$ cat src/rtl/alib_ram_pkg.sv
// alib_ram_pkg: definitions shared by the RAM arbiter and the RAM primitives.
//   state_t          - arbiter sequencer states (WAKE -> CLEAR -> RUN)
//   alib_addr_width  - address width for a given depth. It must match the
//                      address width used by alib_bram/alib_uram.
package alib_ram_pkg;

  typedef enum logic [1:0] {
    ST_WAKE  = 2'd0,
    ST_CLEAR = 2'd1,
    ST_RUN   = 2'd2
  } state_t;

  // $clog2(depth-1) mirrors the RAM primitives. Depth 2 is floored to one bit.
  function automatic int unsigned alib_addr_width(input int unsigned depth);
    return (depth > 2) ? $clog2(depth - 1) : 1;
  endfunction

endpackage

$ cat src/rtl/alib_rr_arbiter.sv
// alib_rr_arbiter: purely combinational round-robin arbiter.
//   req     in  NUM_REQ : request vector
//   ptr     in  IW      : index of the previous winner. The search starts at ptr+1.
//   en      in  1       : when low, nothing is granted
//   gnt     out NUM_REQ : one-hot grant
//   gnt_idx out IW      : binary index of the winner. It is 0 when there is no grant.
module alib_rr_arbiter #(
  parameter  int unsigned NUM_REQ = 2,
  localparam int unsigned IW      = $clog2(NUM_REQ)
) (
  input  logic [NUM_REQ-1:0] req,
  input  logic [IW-1:0]      ptr,
  input  logic               en,
  output logic [NUM_REQ-1:0] gnt,
  output logic [IW-1:0]      gnt_idx
);

  int unsigned idx;
  logic        found;

  always_comb begin
    gnt     = '0;
    gnt_idx = '0;
    found   = 1'b0;
    idx     = 0;
    // Visit ptr+1 .. ptr+NUM_REQ (mod NUM_REQ). The last position visited is ptr itself.
    for (int unsigned off = 1; off <= NUM_REQ; off++) begin
      idx = (32'(ptr) + off) % NUM_REQ;
      if (en && !found && req[idx]) begin
        found    = 1'b1;
        gnt[idx] = 1'b1;
        gnt_idx  = IW'(idx);
      end
    end
  end

endmodule

$ cat src/rtl/alib_ram_arbiter.sv
// alib_ram_arbiter: shares one single-port RAM among NUM_REQ requesters.
// After reset it enables the RAM and, optionally, zero-fills every word.
// It then grants at most one read or write per cycle in round-robin order.
// Read data returns one cycle after the grant on a shared bus.
//   clk, rst (async, active-low)
//   req_valid/req_ready/req_we : per-requester handshake. Ready is a one-hot grant.
//   req_addr/req_wdata         : flattened per-requester address and write data
//   rsp_valid/rsp_rdata        : one-cycle read response pulse and its data
//   init_done                  : high in RUN
//   ram_en/ram_we/ram_addr/ram_din/ram_dout : RAM primitive pins
module alib_ram_arbiter
  import alib_ram_pkg::*;
#(
  parameter  int unsigned NUM_REQ        = 2,
  parameter  int unsigned DATA_WIDTH     = 8,
  parameter  int unsigned DEPTH          = 1024,
  parameter  bit          CLEAR_ON_RESET = 1'b1,
  localparam int unsigned AW             = alib_addr_width(DEPTH)
) (
  input  logic                          clk,
  input  logic                          rst,
  input  logic [NUM_REQ-1:0]            req_valid,
  output logic [NUM_REQ-1:0]            req_ready,
  input  logic [NUM_REQ-1:0]            req_we,
  input  logic [NUM_REQ*AW-1:0]         req_addr,
  input  logic [NUM_REQ*DATA_WIDTH-1:0] req_wdata,
  output logic [NUM_REQ-1:0]            rsp_valid,
  output logic [DATA_WIDTH-1:0]         rsp_rdata,
  output logic                          init_done,
  output logic                          ram_en,
  output logic                          ram_we,
  output logic [AW-1:0]                 ram_addr,
  output logic [DATA_WIDTH-1:0]         ram_din,
  input  logic [DATA_WIDTH-1:0]         ram_dout
);

  localparam int unsigned IW = $clog2(NUM_REQ);

  state_t                  state, state_nxt;
  logic [AW-1:0]           clr_cnt;
  logic [AW-1:0]           last_addr;
  logic [IW-1:0]           ptr;
  logic [IW-1:0]           rd_id;
  logic                    rd_pend;
  logic                    ram_en_q;
  logic                    arb_en;
  logic [NUM_REQ-1:0]      gnt;
  logic [IW-1:0]           gnt_idx;
  logic                    win_we;
  logic [AW-1:0]           win_addr;
  logic [DATA_WIDTH-1:0]   win_wdata;

  assign arb_en = (state == ST_RUN);

  alib_rr_arbiter #(.NUM_REQ(NUM_REQ)) u_arb (
    .req     (req_valid),
    .ptr     (ptr),
    .en      (arb_en),
    .gnt     (gnt),
    .gnt_idx (gnt_idx)
  );

  always_ff @(posedge clk or negedge rst) begin
    if (!rst) state <= ST_WAKE;
    else      state <= state_nxt;
  end

  always_comb begin
    state_nxt = state;
    unique case (state)
      ST_WAKE:  state_nxt = CLEAR_ON_RESET ? ST_CLEAR : ST_RUN;
      ST_CLEAR: if (clr_cnt == AW'(DEPTH - 1)) state_nxt = ST_RUN;
      ST_RUN:   state_nxt = ST_RUN;
      default:  state_nxt = ST_WAKE;
    endcase
  end

  // The clear counter advances only in CLEAR and returns to 0 on leaving CLEAR.
  always_ff @(posedge clk or negedge rst) begin
    if (!rst)
      clr_cnt <= '0;
    else if (state == ST_CLEAR && clr_cnt != AW'(DEPTH - 1))
      clr_cnt <= clr_cnt + AW'(1);
    else
      clr_cnt <= '0;
  end

  always_comb begin
    win_we    = 1'b0;
    win_addr  = '0;
    win_wdata = '0;
    for (int unsigned i = 0; i < NUM_REQ; i++) begin
      if (gnt[i]) begin
        win_we    = req_we[i];
        win_addr  = req_addr[i*AW +: AW];
        win_wdata = req_wdata[i*DATA_WIDTH +: DATA_WIDTH];
      end
    end
  end

  always_comb begin
    req_ready = gnt;
    ram_we    = 1'b0;
    ram_addr  = last_addr;
    ram_din   = '0;
    unique case (state)
      ST_CLEAR: begin
        ram_we   = 1'b1;
        ram_addr = clr_cnt;
      end
      ST_RUN: begin
        if (|gnt) begin
          ram_we   = win_we;
          ram_addr = win_addr;
          ram_din  = win_wdata;
        end
      end
      default: ;
    endcase
  end

  always_ff @(posedge clk or negedge rst) begin
    if (!rst) begin
      ram_en_q  <= 1'b0;
      ptr       <= IW'(NUM_REQ - 1);
      last_addr <= '0;
      rd_pend   <= 1'b0;
      rd_id     <= '0;
    end else begin
      ram_en_q <= 1'b1;
      rd_pend  <= (|gnt) && !win_we;
      if (|gnt) begin
        ptr       <= gnt_idx;
        last_addr <= win_addr;
        if (!win_we) rd_id <= gnt_idx;
      end
    end
  end

  // The RAM registers its output, so data for the read granted last cycle is on
  // ram_dout now and is passed through without another register.
  always_comb begin
    rsp_valid = '0;
    rsp_rdata = '0;
    if (rd_pend) begin
      rsp_rdata = ram_dout;
      for (int unsigned i = 0; i < NUM_REQ; i++)
        rsp_valid[i] = (rd_id == IW'(i));
    end
  end

  assign init_done = (state == ST_RUN);
  assign ram_en    = ram_en_q;

endmodule

$ cat config.mk
export PLATFORM = sky130hd
export DESIGN_NAME = alib_ram_arbiter
export DESIGN_NICKNAME = d
export VERILOG_FILES = /design/src/rtl/alib_ram_pkg.sv /design/src/rtl/alib_rr_arbiter.sv /design/src/rtl/alib_ram_arbiter.sv
export SDC_FILE = /design/constraint.sdc
export NUM_CORES = 1
export LEC_CHECK = 0
export BUFFER_PORTS_ARGS = -buffer_cell sky130_fd_sc_hd__buf_4
export CORE_MARGIN = 5
export CORE_UTILIZATION = 30
export DETAILED_ROUTE_END_ITERATION = 10
export GPL_ROUTABILITY_DRIVEN = 0
export GPL_TIMING_DRIVEN = 0
export PLACE_DENSITY = 0.65
export SYNTH_ARGS = -nofsm -noshare
export SYNTH_HDL_FRONTEND = slang
export SYNTH_SLANG_ARGS = --single-unit
$ cat constraint.sdc
create_clock -name clk -period 1.45 [get_ports clk]
set_input_delay 0.0725 -clock clk [delete_from_list [all_inputs] [get_ports clk]]
set_output_delay 0.0725 -clock clk [all_outputs]
set_load 0.05 [all_outputs]
* Yosys cells after proc, flatten, opt, wreduce, memory -nomap -nowiden
Index checks and enable logic that the tools add are counted.
W data, S select, Z words.
** Cells by class
- $add $sub $neg :: 3
- $lt $le $gt $ge :: 4
- Eq/ne operators :: 5
- Multiplexer cells :: 30
- Bitwise logic cells :: 3
- Reductions and logical operators :: 12
** Operators by type and width (number)
- $mux W10 :: 4
- $mux W8 :: 5
- $pmux W10 S2 :: 1
- $mux W1 :: 12
- $add A10 B1 Y10 const B :: 1
- $eq A10 B10 Y1 const B :: 1
- $ne A10 B10 Y1 const B :: 1
- $mux W2 :: 4
- $logic_and A1 B1 Y1 :: 7
- $pmux W2 S3 :: 1
- $lt A1 B2 Y1 const B :: 2
- $add A1 B1 Y1 const B :: 2
- $demux W1 S1 :: 2
- $eq A2 B1 Y1 const B :: 1
- $eq A2 B2 Y1 const B :: 1
- $ge A1 B1 Y1 const B :: 2
- $logic_not A1 Y1 :: 2
- $logic_not A2 Y1 :: 1
- $ne A2 B2 Y1 const B :: 1
- $not A1 Y1 :: 2
- $or A2 B2 Y2 :: 1
- $pmux W1 S2 :: 1
- $reduce_and A2 Y1 :: 1
- $reduce_or A2 Y1 :: 1
** Word-level totals
- Register bits after elaboration :: 26
- Bits of input ports :: 50
- Output and inout port bits :: 33
- Logic and storage cells :: 64

* Logic depth before layout (Yosys ltp)
Gate-level depths: netlist of run 1.
- Depth in word-level cells :: 13
- Mapped depth :: 8
- Gate-level depth less buffers :: 6

* Hierarchy
Synthesis of run 1 repeated with hierarchy kept, for this count alone.
** Unflattened totals
- Cell total of the unflattened synthesis :: 196
- Area total of the unflattened synthesis :: 1773.0 um^2
** Modules (own cells, without submodules)
- alib_ram_arbiter :: times used 1, cells each 190, area an instance 1746.7 um^2, seq. area each 651.9 um^2
- alib_rr_arbiter :: times used 1, cells each 6, area an instance 26.3 um^2, seq. area each 0.0 um^2

* Least setup slack after synthesis of run 1
OpenSTA, ideal clock, no wires.
- Path kind :: register to output
- From :: register state[0]
- To :: output ram_addr[5]
- Arrival time :: 2.537 ns
- Path slack :: -1.159 ns
- Cell stages (with the launch flop) :: 9
- Buffers on the path :: 2
- Cells stage by stage :: dfrtp_1 > inv_1 > ha_1 > buf_2 > nand2_4 > inv_8 > buf_8 > mux2i_1 > o221ai_1
** Between the ends
- Elaborated cells between the ends (all ways) :: 15
- Those cells by class :: eq/ne: 2; mux: 7; bitwise: 1; reduce/logical: 5
** RTL lines
- start, declared :: RTL line alib_ram_arbiter.sv:39 : state_t state, state_nxt;
- start signal, assigned :: RTL line alib_ram_arbiter.sv:65 : else state <= state_nxt;
- $eq A2 B2 Y1 (*)
- via init_done :: RTL line alib_ram_arbiter.sv:29 : output logic init_done,
- $logic_and A1 B1 Y1 :: RTL line alib_rr_arbiter.sv:29 : if (en && !found && req[idx]) begin
- $mux W1 :: RTL line alib_rr_arbiter.sv:29
- $logic_not A1 Y1 :: RTL line alib_rr_arbiter.sv:29
- $logic_and A1 B1 Y1 (2 in series) :: RTL line alib_rr_arbiter.sv:29
- $mux W2 (*) :: RTL line alib_rr_arbiter.sv:29
- via req_ready[1] :: RTL line alib_ram_arbiter.sv:23 : output logic [NUM_REQ-1:0] req_ready,
- $mux W10 or $reduce_or A2 Y1 (tied branches) :: RTL line alib_ram_arbiter.sv:93, alib_ram_arbiter.sv:112
- $mux W10 (*) :: RTL line alib_ram_arbiter.sv:112 : if (|gnt) begin
- $pmux W10 S2 (*) :: RTL line alib_ram_arbiter.sv:106 : unique case (state)
- end, declared :: RTL line alib_ram_arbiter.sv:32 : output logic [AW-1:0] ram_addr,
The timed path passes the listed nets; every way through them passes the cells marked *.

* Final worst setup path of run 1
- From :: register state[1]
- To :: output ram_addr[6]
** Between the ends
- Longest elaborated chain between the ends :: 11
- Elaborated cells between the ends (all ways) :: 15
- Those cells by class :: eq/ne: 2; mux: 7; bitwise: 1; reduce/logical: 5
** Ends and longest elaborated chain
- $eq A2 B2 Y1 :: RTL line alib_ram_arbiter.sv:53, alib_ram_arbiter.sv:106
- $logic_and A1 B1 Y1 :: RTL line alib_rr_arbiter.sv:29
- $mux W1 :: RTL line alib_rr_arbiter.sv:29
- $logic_not A1 Y1 :: RTL line alib_rr_arbiter.sv:29
- $logic_and A1 B1 Y1 (2 in series) :: RTL line alib_rr_arbiter.sv:29
- $mux W2 :: RTL line alib_rr_arbiter.sv:29
- $mux W10 (2 in series) :: RTL line alib_ram_arbiter.sv:93 : if (gnt[i]) begin
- $mux W10 :: RTL line alib_ram_arbiter.sv:112
- $pmux W10 S2 (*) :: RTL line alib_ram_arbiter.sv:106
Every way passes the cells marked *; elsewhere a longest branch is shown, timed or not.

==> flow_summary.toml, run 1 <==
[drt]
drt_pass1_iterations = 4
num_vias = 1781
via_per_inst = 4.76
drcViolationCount = 0
wl_mm = 5.66
ant_nets = 0
first_iter_violations = 60
wl_per_cell_um = 15.1

[synth]
synth-async-reset-ratio_pct = 100
yosys_warnings = 0
syn_area_per_cell_um2 = 8.65
synth_edf_count = 0
synthFlopType = "dfrtp_1"
ys_seq_area_share_pct = 39.7
synthesis.area_um2 = 1640
synth-seq-cells = 26
syn_inst = 190
synth_nets = 244
ys_types = 36

[critical_path]
critPathMaxFanout = 5
critPathRequiredTime_ns = 1.38
criticalPathCategory = "flop to output port"
cp_data_arrival_time_ns = 1.84
cp-end-kind = "output port"
critPathLaunchType = "flop"

[layout]
fillCellCount = 449
area_growth_pct = 99.3
n_antenna_cell = 0
drive_gt1_share_pct = 57.6
nets = 357

[clock_network]
cts_made_buffers = 3
cts_sinks = 26
clkLatencyLatePin_ns = 0.28
clk_pin_slew_ns = 0.09
htree_num_levels = 1
clockBufferDepth = 2
tritoncts = "yes"
cts_root_buf = "clkbuf_8"

[power]
powerDensity_nw_per_um2 = 433
ir_worst_vdd_mv = 0.269
p_leak_nw = 1.42

[sta]
max_freq_mhz = 522
slew_headroom_pct = 62.8
setup_viol_count_final = 31
slew_viol_final = 0
finalCritPeriodShare_pct = 132
worstMarginPinSlew_ns = 0.559
finalHoldViolations = 0
setup_ws_ns = -0.466
skew_ns = 0.00703
rsz0062_at_grt = "yes"
period_minus_slack_ns = 1.92
fin_tns_setup_ns = -8.81

[placed_design]
dp_slack_ns = -0.545
place.port_buffers = 82
dp_hpwl_mm = 3.70

[grt]
grt_pass1_wl_mm = 9.00
grt_max_degree = 27
grt_usage_pct = 15.6
overflow = 0
antenna_found_initial = 0
grt_pass1_vias = 1847

[floorplan]
die_h_um = 84
ios = 83
die_w_um = 84
core_area_um2 = 5410
dieArea_um2 = 7060
rows = 27
initial_core_util_pct = 30.4

[hold_path]
hold_path.class = "input pin to flop"

[run_status]
violations = "setup timing"
outcome = "complete, but fails checks"

[flow_run]
cap_violations = 0
## metal layers
| metal | share of wire [%] | wire length (µm) | global-route usage [%] |
|---|---|---|---|
| met1 | 40 | 2260 | 17.7 |
| met2 | 53 | 3020 | 29.2 |
| met3 | 5.0 | 285 | 3.16 |
| met4 | 1.7 | 95 | 4.09 |
| met5 | 0 | 0 | 0 |
## sequential cells by signal (all words and copies together) (netlist names)
register and cells:
clr_cnt 10, rd_pend 1, rd_id 1, last_addr 10, ram_en 1, state 2
ptr 1
## cell type report
class | count | area [µm²] | share of cell area, %
repair buffers | 108 | 933 | 28.5
multi-input cells | 142 | 1380 | 42.2
well taps | 72 | 90.1 | 2.75
inverters | 16 | 72.6 | 2.22
plain buffers | 5 | 72.6 | 2.22
clock buffers | 4 | 55.1 | 1.68
repair inverters | 1 | 16.3 | 0.497
flip-flops and latches | 26 | 652 | 19.9
## power breakdown
group	switching, mW	total, mW	internal (mW)
sequential	0.000348	0.726	0.726
combinational	0.0921	0.208	0.116
clock	0.241	0.484	0.243
## through the flow
step / power [mW] / hold WS (ns) / instances / cell area, µm² / util (%)
finish: 1.42 / 0.0311 / 374 / 3270 / 60.6
global route: 1.48 / 0.0405 / 374 / 3270 / 60.6
CTS: 1.43 / 0.0256 / 365 / 3130 / 57.9
detailed placement: 0.915 / 0.00686 / 344 / 2680 / 49.6
global placement: 0.912 / 0.00357 / 344 / 2680 / 49.6
floorplan: 0.787 / -0.223 / 190 / 1980 / -
## synth_stat cells (2+ instances only)
library cell,instances,area share (%)
nor2b_1,2,0.76
nor2_1,5,1.1
dfrtp_1,25,38
a21oi_1,9,2.7
o221ai_1,10,5.3
ha_1,4,3.0
nand2_1,41,9.4
o21ai_0,10,3.0
a32oi_1,2,1.1
mux2i_1,10,6.1
inv_1,15,3.4
xnor2_1,3,1.6
clkbuf_1,2,0.46
buf_2,4,1.2
nand3_1,4,1.2
o21ai_1,2,0.61
and2_1,15,5.7
xor2_1,4,2.1
and3_1,5,1.9
mux2_2,2,1.4
## cells by family after synthesis
kind of cell | count (synthesis) | share of synthesized area, %
simple gates | 77 | 22.3
compound gates | 40 | 16.8
mux | 12 | 7.46
xor+xnor | 7 | 3.73
flops | 26 | 39.7
fa+ha+maj | 4 | 3.05
other cells | 1 | 0.228
buf+inv | 23 | 6.70
## worst paths after layout
kind | start | slack (ns) | depth (start not counted) | end
worst max-delay path | state[1] | -0.47 | 6 | ram_addr[6]
max in group asynchronous | rst | 0.91 | 2 | ptr
min in group asynchronous | rst | 0.23 | 2 | last_addr[9]
worst max register to register | state[1] | -0.13 | 8 | last_addr[5]
worst min-delay path | req_valid[0] | 0.03 | 2 | ptr
worst min register to register | last_addr[3] | 0.49 | 2 | last_addr[3]
## layout by cell type (no fill, tap or decap), types with 5 or more instances in the layout
| master | count |
|---|---|
| inv_1 | 13 |
| mux2i_4 | 7 |
| nand2_2 | 9 |
| nor2_1 | 5 |
| o21ai_0 | 10 |
| dfrtp_1 | 25 |
| buf_4 | 81 |
| o221ai_4 | 10 |
| clkbuf_8 | 5 |
| a21oi_4 | 8 |
| and2_1 | 13 |
| buf_6 | 23 |
| nand2_1 | 30 |
## critical path, stage by stage (launching register included)
cell and delay (ns):
dfrtp_1 0.40, inv_2 0.07, ha_4 0.28, nand2_2 0.09, or2_4 0.34, o221ai_4 0.21, buf_6 0.19
## what timing repair did
item | 4_1_cts | 5_1_grt
hold buffers | 2 | 0
gates resized for setup | 60 | 22
setup endpoints to repair | 33 | 35
setup buffers | 14 | 8
cloned | 3 | 1
pin swaps | 5 | 7
endpoints found under the hold margin | 27 | 0
Note: power is estimated with default switching activity, not from simulation.
==> run 2: changes to the inputs <==
--- a/config.mk
+++ b/config.mk
@@ -5,13 +5,14 @@
 export SDC_FILE = /design/constraint.sdc
 export NUM_CORES = 1
 export LEC_CHECK = 0
+export ABC_AREA = 1
 export BUFFER_PORTS_ARGS = -buffer_cell sky130_fd_sc_hd__buf_4
 export CORE_MARGIN = 5
 export CORE_UTILIZATION = 30
 export DETAILED_ROUTE_END_ITERATION = 10
 export GPL_ROUTABILITY_DRIVEN = 0
 export GPL_TIMING_DRIVEN = 0
-export PLACE_DENSITY = 0.65
+export PLACE_DENSITY = 0.64
 export SYNTH_ARGS = -nofsm -noshare
 export SYNTH_HDL_FRONTEND = slang
 export SYNTH_SLANG_ARGS = --single-unit
==> run 2 against run 1 <==
- the flow still finishes with violations (setup timing)
- design area about the same
- clock-buffer cell count did not move
- sequential share of layout area is essentially flat
- combinational power decreased by 33%
- cell count increased by 10%
- total power decreased by 5.8%
==> flow_summary.toml, run 2 <==
[critical_path]
worstPathCellList = "ha_4 > buf_6 > nand2_8 > buf_6 > nand3_2 > nand3_2 > nand2_2 > a21oi_4 > buf_8"
critPathMaxFanout = 5
critPathLaunchType = "flop"
path_buf_inv = 3
criticalPathCategory = "flop to output port"
startpoint = "state[1]"
critical_path.top_delay_family = "flip-flops"
reg2reg_from = "state[0]"
cp-end-kind = "output port"
critPathRequiredTime_ns = 1.38
critPathSlowestCell = "dfrtp_1"
slowest_delay_ns = 0.43
cp_data_arrival_time_ns = 1.79

[synth]
ys_types = 27
yosys_warnings = 0
netlist.area_leader.share_pct = 35.4
synthFlopType = "dfrtp_1"
synth_xor_area_share_pct = 2.48
synth_area_leader_cell = "dfrtp_1"
synthesis.area_um2 = 1770
synth-async-reset-ratio_pct = 100
yosysMostFrequentCell = "nand2_1"
syn_inst = 239
synth-compound-area-share_pct = 9.85
yosys-mux-area-fraction_pct = 0
synthAdderAreaFrac_pct = 2.83
synthSimpleGateAreaFrac_pct = 38.8
ys_seq_area_share_pct = 36.9
synth_top_family_by_area = "simple AND/OR/NAND/NOR gates"
yosys-top-cells-count = "nand2_1, nand3_1, dfrtp_1, nor2_1, inv_1"
synth_nets = 293
synthTopCellsByArea = "dfrtp_1, nand2_1, nand3_1, nor2_1, a21oi_1"
synth-seq-cells = 26
syn_area_per_cell_um2 = 7.39
synth_edf_count = 0

[sta]
period_minus_slack_ns = 1.86
fin_tns_setup_ns = -7.18
max_freq_mhz = 538
rsz0062_at_grt = "yes"
setup_ws_ns = -0.410
finalHoldViolations = 0
finalCritPeriodShare_pct = 128
slew_viol_final = 0
skew_ns = 0.00230
setup_viol_count_final = 21

[grt]
grt_max_degree = 27
grt_pass1_wl_mm = 9.32
overflow = 0
grt_usage_pct = 15.3
grt_pass1_vias = 1977
antenna_found_initial = 0

[clock_network]
htree_num_levels = 1
cts_made_buffers = 3
clk_pin_slew_ns = 0.09
tritoncts = "yes"
cts_root_buf = "clkbuf_8"
clkLatencyLatePin_ns = 0.27
cts_sinks = 26
clockBufferDepth = 2

[layout]
fin_area_um2 = 3280
drive_gt1_share_pct = 56.5
top_regs = "clr_cnt (10), last_addr (10), state (2)"
area_growth_pct = 85.6
layoutNonFillerInstCount = 413
nets = 393
final_common_cell = "buf_4"
n_antenna_cell = 0
final_cell_mix = "buf_4, nand2_1, nor2_1, dfrtp_1"

[run_status]
outcome = "complete, but fails checks"
violations = "setup timing"

[placed_design]
dp_hpwl_mm = 4.05
dpl.cell_count = 396
place_area_um2 = 2710
dp_slack_ns = -0.251
place.port_buffers = 82

[drt]
wl_per_cell_um = 13.2
first_iter_violations = 39
wl_mm = 5.44
drcViolationCount = 0
via_per_inst = 4.54
ant_nets = 0
drt_pass1_iterations = 4
num_vias = 1873

[floorplan]
core_area_um2 = 5820
rows = 28
die_w_um = 86.7
dieArea_um2 = 7520
initial_core_util_pct = 30.4
die_h_um = 86.7
ios = 83

[power]
powerDensity_nw_per_um2 = 408
p_leak_nw = 1.67
ir_worst_vdd_mv = 0.312
p_total_mw = 1.34

[flow_run]
cap_violations = 0

[hold_path]
hold_path.class = "input pin to flop"
worstHoldStart = "req_addr[18]"
==> run 2: final cells by class <==
cell class                      instances  area, µm²
Timing Repair Buffer                   96        906
Inverter                               25        116
Buffer                                  8       91.3
Fill cell                             535       2540
Multi-Input combinational cell        179       1360
Tap cell                               75       93.8
Clock buffer                            4       55.1
Sequential cell                        26        653
==> run 2: kinds of logic (layout without fill, tap and decap cells) <==
| kind of cell | count (synthesis) | in the layout |
|---|---|---|
| AO/OA/AOI/OAI | 28 | 28 |
| buffers and inverters | 34 | 133 |
| flip-flops | 26 | 26 |
| AND/OR/NAND/NOR | 141 | 141 |
| XOR/XNOR | 5 | 5 |
| other | 1 | 1 |
| adder cells (fa/ha/maj) | 4 | 4 |
==> run 2: final timing paths <==
path                                end  slack, ns  cells past startpoint
min in group asynchronous         rd_id       0.24                      2
min                        last_addr[8]       0.07                      3
max reg2reg                last_addr[6]       0.08                      8
min reg2reg                  clr_cnt[0]       0.49                      1
max in group asynchronous           ptr       0.90                      2
max                         ram_addr[2]      -0.41                      9
==> run 2: power breakdown <==
group / internal (mW) / switching [mW] / total (mW)
logic: 0.0884 / 0.0515 / 0.140
clock network: 0.243 / 0.227 / 0.470
registers: 0.726 / 0.000298 / 0.726
==> run 2: repair_timing <==
item | 4_1_cts | 5_1_grt
endpoints found under the hold margin | 27 | 0
buffers inserted | 7 | 3
pin swaps | 20 | 4
gates cloned | 2 | 0
hold buffers | 2 | 0
setup endpoints to repair | 21 | 37
gates resized for setup | 82 | 8
==> run 2: metrics by stage <==
step / util [%] / hold WS [ns]
floorplan: - / -0.223
global route: 56.3 / 0.0611
CTS: 55.5 / 0.0665
finish: 56.3 / 0.0686
global placement: 46.7 / 0.00441
detailed placement: 46.7 / 0.00515
==> run 2: worst register-to-register path: cells and delay by family (launching register included) <==
kind / cells / cell delay, ns
adder cells (fa/ha/maj): 1 / 0.15
buffers and inverters: 4 / 0.47
flip-flops: 1 / 0.40
AND/OR/NAND/NOR: 3 / 0.25
==> run 2: metal layers <==
metal  wire (µm)  share of wire (%)  vias to the layer above  track usage, %
met5           0                  0                        -               0
met4         164                3.0                        0            4.25
li1            -                  -                      960               -
met2        2930                 54                       38            27.3
met3         126                2.3                       14            2.38
met1        2220                 41                      861            19.1
==> run 3: changes to the inputs <==
--- a/config.mk
+++ b/config.mk
@@ -13,6 +13,7 @@
 export GPL_ROUTABILITY_DRIVEN = 0
 export GPL_TIMING_DRIVEN = 0
 export PLACE_DENSITY = 0.64
+export SETUP_SLACK_MARGIN = 0.02
 export SYNTH_ARGS = -nofsm -noshare
 export SYNTH_HDL_FRONTEND = slang
 export SYNTH_SLANG_ARGS = --single-unit
==> run 3 against run 2 <==
- the flow still finishes with violations (setup timing)
- fmax is 0.47% higher
- flip-flop and latch count stayed put
- setup slack better by 0.0087 ns
- total power is 0.17% lower
- via count is 0.85% lower
- non-clock buffer count is 1 higher
- sequential power hardly changed
- largest power group unchanged
==> flow_summary.toml, run 3 (synthesis results as in run 2) <==
[drt]
wl_mm = 5.43
via_per_inst = 4.49
ant_nets = 0
drt_pass1_iterations = 4
drcViolationCount = 0
first_iter_violations = 32
num_vias = 1857
wl_per_cell_um = 13.1

[power]
seq_power_share_pct = 54.4
ir_worst_vdd_mv = 0.315
pwr-share-clk_pct = 35.1
switching_power_uw = 277
p_total_mw = 1.33
internal_power_mw = 1.06
powerDensity_nw_per_um2 = 406
p_comb_share_pct = 10.5
swShare_pct = 20.8
p_leak_nw = 1.68

[clock_network]
clkLatencyLatePin_ns = 0.27
htree_num_levels = 1
cts_root_buf = "clkbuf_8"
tritoncts = "yes"
clockBufferDepth = 2
cts_sinks = 26
cts_made_buffers = 3
clk_pin_slew_ns = 0.09

[sta]
skew_ns = 0.00785
setup_ws_ns = -0.401
setup_viol_count_final = 21
fin_tns_setup_ns = -7.05
period_minus_slack_ns = 1.85
slew_viol_final = 0
rsz0062_at_grt = "yes"
finalHoldViolations = 0
holdWs_ns = 0.0658
max_freq_mhz = 540
finalCritPeriodShare_pct = 128

[critical_path]
critPathLaunchType = "flop"
critPathSlowestCell = "dfrtp_1"
r2r_slack_ns = 0.08
slowest_delay_ns = 0.43
cp_data_arrival_time_ns = 1.78
cp-end-kind = "output port"
worstPathCellList = "ha_4 > buf_6 > nand2_8 > buf_6 > nand3_2 > nand3_2 > nand2_2 > a21oi_4 > buf_8"
critPathRequiredTime_ns = 1.38
criticalPathCategory = "flop to output port"
critPathMaxFanout = 5

[layout]
n_antenna_cell = 0
area_growth_pct = 86.3
fillCellCount = 536
multiInputGateArea_um2 = 1370
layoutNonFillerInstCount = 414
drive_gt1_share_pct = 56.9
final_cell_mix = "buf_4, nand2_1, nor2_1, nand3_2, dfrtp_1"
final_common_cell = "buf_4"
top_regs = "clr_cnt (10), last_addr (10), state (2)"
seq_area_um2 = 653
nets = 394

[floorplan]
rows = 28
dieArea_um2 = 7520
core_area_um2 = 5820
ios = 83
initial_core_util_pct = 30.4
die_w_um = 86.7
die_h_um = 86.7

[grt]
grt_pass1_vias = 1977
antenna_found_initial = 0
overflow = 0
grt_max_degree = 27
grt_usage_pct = 15.3
grt_pass1_wl_mm = 9.32

[placed_design]
dpl.cell_count = 396
place.port_buffers = 82
dp_hpwl_mm = 4.05

[run_status]
outcome = "complete, but fails checks"
violations = "setup timing"

[flow_run]
cap_violations = 0

[hold_path]
hold_path.class = "input pin to flop"
==> run 3: changes by cell type in the layout (fill, tap and decap cells not counted) <==
| cell | delta |
|---|---|
| nand3_1 | -1 |
| nand3_2 | +1 |
| buf_4 | +1 |
==> run 3: area by class of cell <==
class,count,share of cell area [%]
multi-input cells,179,41.5
repair buffers,97,27.8
flip-flops and latches,26,19.9
inverters,25,3.54
well taps,75,2.85
plain buffers,8,2.78
clock buffers,4,1.67
==> run 3: timing repair <==
item / CTS / global route
setup endpoints to repair: 21 / 42
cloned: 2 / 0
endpoints found under the hold margin: 27 / 0
hold buffers: 2 / 0
gates resized for setup: 82 / 9
setup buffers: 7 / 4
pin swaps: 20 / 4
==> run 3: through the flow <==
step,setup slack (ns),cell area [µm²],utilization [%]
2_1_floorplan,-0.280,2000,-
3_3_place_gp,-0.221,2710,46.7
3_5_place_dp,-0.251,2710,46.7
4_1_cts,-0.422,3230,55.5
5_1_grt,-0.523,3290,56.6
6_report,-0.401,3290,56.6
==> run 3: path summary, 6_finish.rpt <==
kind,from,end,depth (start not counted)
worst max-delay path,state[1],ram_addr[2],9
min in group asynchronous,rst,rd_id,2
worst min-delay path,req_addr[0],last_addr[0],3
max in group asynchronous,rst,ptr,2
worst min register to register,clr_cnt[0],clr_cnt[0],1
worst max register to register,state[1],clr_cnt[8],6
==> run 3: power by group through the flow <==
| stage | logic (mW) | registers (mW) | clock network [mW] |
|---|---|---|---|
| final | 0.140 | 0.726 | 0.468 |
| after global routing | 0.152 | 0.727 | 0.526 |
| after detailed placement | 0.134 | 0.741 | 0 |
| after floorplan | 0.00408 | 0.746 | 0 |
| after global placement | 0.134 | 0.741 | 0 |
| after CTS | 0.142 | 0.726 | 0.489 |
==> run 3: worst max-delay path: cells and delay by family (launching register included) <==
kind                     cells  cell delay (ns)
AO/OA/AOI/OAI                1             0.14
adder cells (fa/ha/maj)      1             0.19
buffers and inverters        3             0.42
flip-flops                   1             0.43
AND/OR/NAND/NOR              4             0.33
==> run 3: per-layer routing <==
metal / wire length [µm] / GRT usage (%) / vias to the layer above / part of all wire [%]
met5: 0 / 0 / - / 0
met4: 161 / 4.25 / 0 / 3.0
met3: 120 / 2.38 / 12 / 2.2
met2: 2950 / 27.3 / 34 / 54
met1: 2210 / 19.1 / 848 / 41
li1: - / - / 963 / -
